**src/rtl/mem_bridge.sv**
```systemverilog
// mem_bridge: byte-addressed load/store request -> single word-aligned
// valid/ready bus beat with byte enables; formats load data back to 32 bits.
//
// Ports:
//   clk, rst        clock, synchronous active-high reset
//   start           request strobe, sampled only when idle
//   req_we          1 = store, 0 = load
//   req_addr        byte address
//   req_size        RV32 funct3 size code (0=B,1=H,2=W,4=BU,5=HU; 3/6/7 as W)
//   req_wdata       right-justified store data
//   rdata           extended load data, valid while done=1
//   done            one-cycle completion pulse
//   err             valid with done: watchdog timeout or trapped request
//   busy            high whenever not idle
//   bus_valid/bus_ready        bus handshake
//   bus_addr/bus_we/bus_be/bus_wdata  bus request fields (held while bus_valid)
//   bus_rdata       raw read word, sampled on the handshake edge
//
// Parameters:
//   TIMEOUT  bus wait-cycle limit before abandoning with err (0 = no watchdog)
//   CNT_W    watchdog counter width, 2**CNT_W > TIMEOUT
//
// Build option: define MEM_BRIDGE_MISALIGN_TRAP_EN to reject misaligned
// H/HU/W requests and invalid size codes immediately with err, without a
// bus beat. Undefined: misaligned H/W are force-aligned.
module mem_bridge #(
  parameter int unsigned TIMEOUT = 16,
  parameter int unsigned CNT_W   = 5
) (
  input  logic        clk,
  input  logic        rst,
  input  logic        start,
  input  logic        req_we,
  input  logic [31:0] req_addr,
  input  logic [2:0]  req_size,
  input  logic [31:0] req_wdata,
  output logic [31:0] rdata,
  output logic        done,
  output logic        err,
  output logic        busy,
  output logic        bus_valid,
  input  logic        bus_ready,
  output logic [31:0] bus_addr,
  output logic        bus_we,
  output logic [3:0]  bus_be,
  output logic [31:0] bus_wdata,
  input  logic [31:0] bus_rdata
);

  typedef enum logic [1:0] {
    S_IDLE,
    S_BUS,
    S_RESP
  } state_t;

  state_t             state_q, state_d;
  logic               we_q, we_d;
  logic [31:0]        addr_q, addr_d;
  logic [2:0]         size_q, size_d;
  logic [31:0]        wdata_q, wdata_d;
  logic [CNT_W-1:0]   cnt_q, cnt_d;
  logic [31:0]        rdata_q, rdata_d;
  logic               err_q, err_d;

  logic               is_byte, is_half;
  logic [1:0]         lane_off;
  logic [31:0]        shifted;
  logic [31:0]        load_fmt;
  logic               timeout_hit;
  logic               trap_req;

  // Size decode on the low two funct3 bits: x00 = byte, x01 = half,
  // everything else (2,3,6,7) is treated as a full word.
  assign is_byte = (size_q[1:0] == 2'b00);
  assign is_half = (size_q[1:0] == 2'b01);

  // Byte lane of the access after forced alignment.
  always_comb begin
    lane_off = 2'b00;
    if (is_byte) begin
      lane_off = addr_q[1:0];
    end else if (is_half) begin
      lane_off = {addr_q[1], 1'b0};
    end
  end

  always_comb begin
    bus_be    = 4'b1111;
    bus_wdata = wdata_q;
    if (is_byte) begin
      bus_be    = 4'b0001 << lane_off;
      bus_wdata = {4{wdata_q[7:0]}};
    end else if (is_half) begin
      bus_be    = addr_q[1] ? 4'b1100 : 4'b0011;
      bus_wdata = {2{wdata_q[15:0]}};
    end
  end

  assign shifted = bus_rdata >> {lane_off, 3'b000};

  // size_q[2] selects the unsigned (BU/HU) variants.
  always_comb begin
    load_fmt = shifted;
    if (is_byte) begin
      load_fmt = size_q[2] ? {24'b0, shifted[7:0]}
                           : {{24{shifted[7]}}, shifted[7:0]};
    end else if (is_half) begin
      load_fmt = size_q[2] ? {16'b0, shifted[15:0]}
                           : {{16{shifted[15]}}, shifted[15:0]};
    end
  end

  assign timeout_hit = (TIMEOUT != 0) && (cnt_q == CNT_W'(TIMEOUT - 1));

`ifdef MEM_BRIDGE_MISALIGN_TRAP_EN
  // Invalid codes: 3, 7 (low bits 11) and 6; misaligned H/HU or W.
  assign trap_req = (req_size[1:0] == 2'b11) || (req_size == 3'd6) ||
                    ((req_size[1:0] == 2'b01) && req_addr[0]) ||
                    ((req_size == 3'd2) && (req_addr[1:0] != 2'b00));
`else
  assign trap_req = 1'b0;
`endif

  always_comb begin
    state_d = state_q;
    we_d    = we_q;
    addr_d  = addr_q;
    size_d  = size_q;
    wdata_d = wdata_q;
    cnt_d   = cnt_q;
    rdata_d = rdata_q;
    err_d   = err_q;
    unique case (state_q)
      S_IDLE: begin
        cnt_d = '0;
        if (start) begin
          we_d    = req_we;
          addr_d  = req_addr;
          size_d  = req_size;
          wdata_d = req_wdata;
          if (trap_req) begin
            rdata_d = '0;
            err_d   = 1'b1;
            state_d = S_RESP;
          end else begin
            state_d = S_BUS;
          end
        end
      end
      S_BUS: begin
        // A handshake on the last permitted cycle still wins over the watchdog.
        if (bus_ready) begin
          rdata_d = we_q ? '0 : load_fmt;
          err_d   = 1'b0;
          state_d = S_RESP;
        end else if (timeout_hit) begin
          rdata_d = '0;
          err_d   = 1'b1;
          state_d = S_RESP;
        end else begin
          cnt_d = cnt_q + CNT_W'(1);
        end
      end
      S_RESP: begin
        cnt_d   = '0;
        state_d = S_IDLE;
      end
      default: begin
        state_d = S_IDLE;
      end
    endcase
  end

  always_ff @(posedge clk) begin
    if (rst) begin
      state_q <= S_IDLE;
      we_q    <= 1'b0;
      addr_q  <= '0;
      size_q  <= '0;
      wdata_q <= '0;
      cnt_q   <= '0;
      rdata_q <= '0;
      err_q   <= 1'b0;
    end else begin
      state_q <= state_d;
      we_q    <= we_d;
      addr_q  <= addr_d;
      size_q  <= size_d;
      wdata_q <= wdata_d;
      cnt_q   <= cnt_d;
      rdata_q <= rdata_d;
      err_q   <= err_d;
    end
  end

  assign bus_valid = (state_q == S_BUS);
  assign done      = (state_q == S_RESP);
  assign busy      = (state_q != S_IDLE);
  assign err       = err_q;
  assign rdata     = rdata_q;
  assign bus_addr  = {addr_q[31:2], 2'b00};
  assign bus_we    = we_q;

endmodule
```
**config.mk**
```make
export PLATFORM = sky130hd
export DESIGN_NAME = mem_bridge
export DESIGN_NICKNAME = d
export VERILOG_FILES = /design/src/rtl/mem_bridge.sv
export SDC_FILE = /design/constraint.sdc
export NUM_CORES = 1
export LEC_CHECK = 0
export ABC_CLOCK_PERIOD_IN_PS = 3300
export BUFFER_PORTS_ARGS = -buffer_cell sky130_fd_sc_hd__buf_2
export CAP_MARGIN = 5
export CORE_UTILIZATION = 30
export DETAILED_ROUTE_END_ITERATION = 6
export MAX_ROUTING_LAYER = met4
export REMOVE_ABC_BUFFERS = 1
export SKIP_CTS_REPAIR_TIMING = 1
export SYNTH_ARGS = -nofsm -noshare
export SYNTH_HDL_FRONTEND = slang
export SYNTH_SLANG_ARGS = --single-unit
```
**constraint.sdc**
```tcl
create_clock -name clk -period 3.3 [get_ports clk]
set_input_delay 0.66 -clock clk [delete_from_list [all_inputs] [get_ports clk]]
set_output_delay 0.66 -clock clk [all_outputs]
set_load 0.01 [all_outputs]
```
---- Word-level counts from Yosys, hierarchy flattened ----
Cells that the tools add are included.
storage, ports and cells
  output and inout port bits .............. 105
  memories ................................ 0
  bits in writable memories ............... 0
  input port bits ......................... 104
  register bits ........................... 108
  logic and storage cells ................. 52
  bits in latches ......................... 0
  memory bits (read-only) ................. 0
operators by class
  div/mod/pow operators ................... 0
  multiplexer cells ....................... 23
  $lt $le $gt $ge ......................... 0
  multipliers ............................. 0
  $add $sub $neg .......................... 1
  equal/unequal tests ..................... 8
  bitwise gates (word level) .............. 0
  shifts and indexed selects .............. 2
  reduce and logical (&&, ||, !) cells .... 10
operators by type and width
  kind                   number
  $mux W32               9
  $shr A32 B5 Y32        1
  $mux W4                3
  $mux W2                5
  $mux W5                2
  $pmux W5 S2            1
  $ne A2 B2 Y1 const B   3
  $reduce_and A2 Y1      3
  $reduce_bool A2 Y1     3
  $add A5 B1 Y5 const B  1
  $eq A5 B4 Y1 const B   1
  $eq A2 B1 Y1 const B   2
  $logic_not A2 Y1       2
  $pmux W2 S2            1
  $shl A1 B2 Y4 const A  1
  $ne A3 B1 Y1 const B   1
  $reduce_and A3 Y1      1
  $eq A2 B2 Y1 const B   1
  $mux W1                2
  $reduce_or A2 Y1       1

---- Depth between registers and ports, before layout ----
  depth after elaboration ................. 9
  gate-level depth with buffers ........... 8
  gate-level depth less buffers ........... 7

---- Worst setup path after synthesis ----
No wires, ideal clock.
  kind .................................... register to register
  start ................................... register cnt_q[0]
  end ..................................... register rdata_q[10] (netlist: rdata[10])
  cell stages (with the launch flop) ...... 9
  data required time ...................... 3.238 ns
  period minus slack after synthesis ...... 1.950 ns
  data arrival time ....................... 1.888 ns
  setup time .............................. 0.062 ns
  path slack .............................. 1.350 ns
  path buffers ............................ 1
  cells stage by stage .................... dfxtp_1 -> ha_1 -> and3_1 -> ha_1 -> or2_2 -> a21oi_1 -> clkbuf_1 -> a22oi_1 -> nand2_1
between the ends
  longest elaborated chain between the ends .. 3
RTL lines
  item                          RTL line  source
  from (decl)                   61        logic [CNT_W-1:0] cnt_q, cnt_d;
  from (signal assigned)        190       cnt_q <= cnt_d;
  $eq A5 B4 Y1                  113       assign timeout_hit = (TIMEOUT != 0) && (cnt_q == CNT_W'(TIMEOUT - 1));
  $reduce_bool A2 Y1 (no line)  n/a
  $reduce_and A2 Y1 (no line)   n/a
  to (signal assigned)          191       rdata_q <= rdata_d;
  to (decl)                     62        logic [31:0] rdata_q, rdata_d;
No other way between the ends.
A chain may end at the register's enable or synchronous reset.

---- Worst setup path after layout ----
  start ................................... register size_q[1]
  end ..................................... output bus_wdata[17]
between the ends
  longest elaborated chain between the ends .. 3
  elaborated cells on any way between the ends .. 4
  those cells by class .................... eq/ne (1); mux (2); reduce/logical (1)
RTL lines
  item                    RTL line  source
  from (decl)             59        logic [2:0] size_q, size_d;
  from (signal assigned)  188       size_q <= size_d;
  $eq A2 B1 Y1            75        assign is_half = (size_q[1:0] == 2'b01);
  $mux W32                93        end else if (is_half) begin
  $mux W32 *              90        if (is_byte) begin
  to (decl)               46        output logic [31:0] bus_wdata,
Mark *: on every way between the ends. The rest lies on a longest branch, timed or not.

==> flow_summary.json <==
{
  "outcome": "finished clean",
  "worstHoldPathType": "flip-flop to flip-flop",
  "power.sequential.fraction_pct": 46.4,
  "switchingPower_w": 0.000929,
  "power_switching_share_pct": 30.2,
  "hold_viol": 0,
  "clock.fmax_ghz": 0.406,
  "cp.required_ps": 2640,
  "setup_viol": 0,
  "synth-seq-area-share_pct": 40.7,
  "area_contributors_post_synth": "sky130_fd_sc_hd__dfxtp_1 (41%), sky130_fd_sc_hd__nand2_1 (14%), sky130_fd_sc_hd__a21oi_1 (6.9%), sky130_fd_sc_hd__buf_4 (5.7%), sky130_fd_sc_hd__o2111ai_1 (5.3%)",
  "leading_cell_types_in_the_layout_fill_and_taps_excluded": "sky130_fd_sc_hd__buf_2 (206), sky130_fd_sc_hd__nand2_1 (197), sky130_fd_sc_hd__dfxtp_1 (108)",
  "drive_above_1_share_pct": 37.7,
  "floorplan.rows": 48,
  "timing.critical_path.from_type": "flip-flop",
  "drc_errors": 0,
  "first_global_vias": 4720,
  "grt_start_max_net_pins": 50,
  "grt_remaining_overflow": 0,
  "totalPowerFinal_w": 0.00308,
  "setup_slack_ps": 834,
  "wl_um": 16000,
  "ctsRootBufferMaster": "sky130_fd_sc_hd__clkbuf_16",
  "end_kind": "output port",
  "worstSetupStartpoint": "size_q[1]",
  "synth_largest_type_area_fraction_pct": 40.7,
  "synth-compound-area-share_pct": 20.4,
  "clock_path_buffers": 2,
  "cell_type_with_the_largest_total_area_after_synthesis": "sky130_fd_sc_hd__dfxtp_1",
  "setup-tns-final_ps": 0,
  "clk_pin_slew_worst_paths_ps": 80,
  "worst-slew-pin-transition_ps": 712,
  "grt_pass1_wl_um": 25300,
  "syn-cell-area_mm2": 0.00531,
  "worst-setup-path-type": "flip-flop to output port",
  "number_of_h_tree_levels": 3,
  "post_dp_cell_area_mm2": 0.00622,
  "avgSynthCellArea_um2": 8.42,
  "peakVddDrop_v": 0.000253,
  "vias_per_cell": 4.91,
  "synth.yosys.warnings": 0,
  "die_w_um": 135,
  "dp.final_hpwl_um": 11200,
  "final_antenna_net_count": 0,
  "final_nets": 878,
  "antenna-diode-count": 0,
  "synth_top_family_by_area": "compound AO/OA/AOI/OAI gates",
  "power.clock.fraction_pct": 35.4,
  "cts_sink_count": 108,
  "preCtsSetupSlack_ps": 994,
  "report.final.slew_viol_count": 0,
  "ratio_of_total_power_to_cell_area_mw_per_mm2": 473,
  "multiplexer_fraction_of_the_synthesized_cell_area_pct": 8.04,
  "number_of_antenna_violations_at_the_first_check_in_global_routing": 0,
  "clock-skew-final_ps": 12.7,
  "timing.rr.start": "size_q[1]",
  "placement.io_buffers": 206,
  "fillCellCount": 1846,
  "cp.arrival_ps": 1810,
  "power_leakage_nw": 2.98,
  "internal_power_w": 0.00215,
  "gpl.final_weighted_congestion": 0.816,
  "synth-seq-cells": 108,
  "final_design_area_no_fill_mm2": 0.00651,
  "post_synth_fa_ha_maj_area_fraction_pct": 0.471,
  "path_max_fanout": 25,
  "coreArea_mm2": 0.0173,
  "relSlewSlack_pct": 52.5,
  "synthXorXnorAreaFrac_pct": 0.495,
  "globalRouteTotalUtil_pct": 18.5,
  "wl_per_cell_um": 15.9,
  "first_iter_violations": 227,
  "hp-start": "wdata_q[23]",
  "cts_tree": "done",
  "synth_simple_gate_area_share_pct": 19.4,
  "synthesis.instances": 630,
  "yosys.cell_types.count": 52,
  "syn2layout_area_growth_pct": 22.7,
  "floorplan.initialDensity_pct": 30.7,
  "layout.cells.most_common": "sky130_fd_sc_hd__buf_2",
  "num_vias": 4923,
  "die_area_mm2": 0.0182,
  "rsz0062_at_grt": "false",
  "share_comb_of_total_power_pct": 18.1,
  "io_pins": 209,
  "cts-buffers-inserted": 9,
  "period_share_pct": 74.7,
  "period_minus_slack_ps": 2470,
  "firstDrtPassIters": 5,
  "die_y_um": 135,
  "number_of_maximum_capacitance_violations": 0,
  "clk_latency_ps": 360
}
[cell usage after synthesis (all sizes together)]
cell type / number
nor3: 2
a2bb2oi: 1
or4: 1
nor3b: 2
a22o: 7
conb: 1
clkinv: 1
nand2b: 3
nor2b: 3
o211ai: 17
ha: 2
a32oi: 1
a211oi: 2
a211o: 1
nor4: 1
nor2: 13
mux2: 15
o2111ai: 32
nand4: 3
or2: 2
o21a: 1
or4b: 1
nand2: 200
mux4: 7
clkbuf: 29
o21ai: 10
nand3: 1
and2: 1
a21oi: 73
xnor2: 1
xor2: 2
a22oi: 7
dfxtp: 108
o31ai: 1
or2b: 1
inv: 4
and3: 1
buf: 61
mux2i: 10
and3b: 1
[power groups by stage]
stage          sequential [W]  combinational (W)  clock (W)
3_3_place_gp          0.00146           0.000563          0
5_1_grt               0.00144           0.000620    0.00118
4_1_cts               0.00143           0.000567    0.00114
3_5_place_dp          0.00146           0.000564          0
2_1_floorplan         0.00148           0.000263          0
6_report              0.00143           0.000559    0.00109
[cells by family (layout without fill, tap and decap cells)]
logic type	after synthesis	after routing
other	1	2
adder cells (fa/ha/maj)	2	2
AO/OA/AOI/OAI	153	153
buffers and inverters	95	241
AND/OR/NAND/NOR	236	236
flip-flops	108	108
XOR/XNOR	3	3
multiplexers	32	32
[sequential cells by signal, indices dropped and copies added (netlist names)]
name,flops
cnt_q,5
state_q,2
wdata_q,32
addr_q,32
err,1
bus_we,1
size_q,3
rdata,32
[area by class of cell]
class	instances	area (um^2)	area share (%)
clock buffers	10	239	3.67
clock inverters	6	53.8	0.826
inverters	5	18.8	0.288
multi-input cells	428	2610	40.1
flip-flops and latches	108	2160	33.2
well taps	225	282	4.32
repair buffers	220	1150	17.6
[through the flow]
step	instances	hold slack, ps	utilization, %
finish	1002	454	37.7
global route	1002	467	37.7
CTS	1002	455	37.7
detailed placement	986	443	36.0
global placement	986	439	36.0
floorplan	541	427	-
[routing by layer]
layer,wire length (um),GRT usage (%)
met4,261,5.87
met2,7370,29.1
met3,1260,4.84
met5,0,-
met1,7070,23.0
[critical path, stage by stage, from the launching register on]
cell and delay (ps):
sky130_fd_sc_hd__dfxtp_1 540, sky130_fd_sc_hd__buf_4 390, sky130_fd_sc_hd__mux2_2 380, sky130_fd_sc_hd__buf_2 140
[path summary, 6_finish.rpt]
check / to / slack (ps) / cells past startpoint
worst max-delay path: bus_wdata[17] / 830 / 3
worst min-delay path: wdata_q[23] / 450 / 2
worst max register to register: rdata[15] / 1170 / 4
worst min register to register: wdata_q[23] / 450 / 2
No activity file was read; power rests on OpenSTA's default activity.
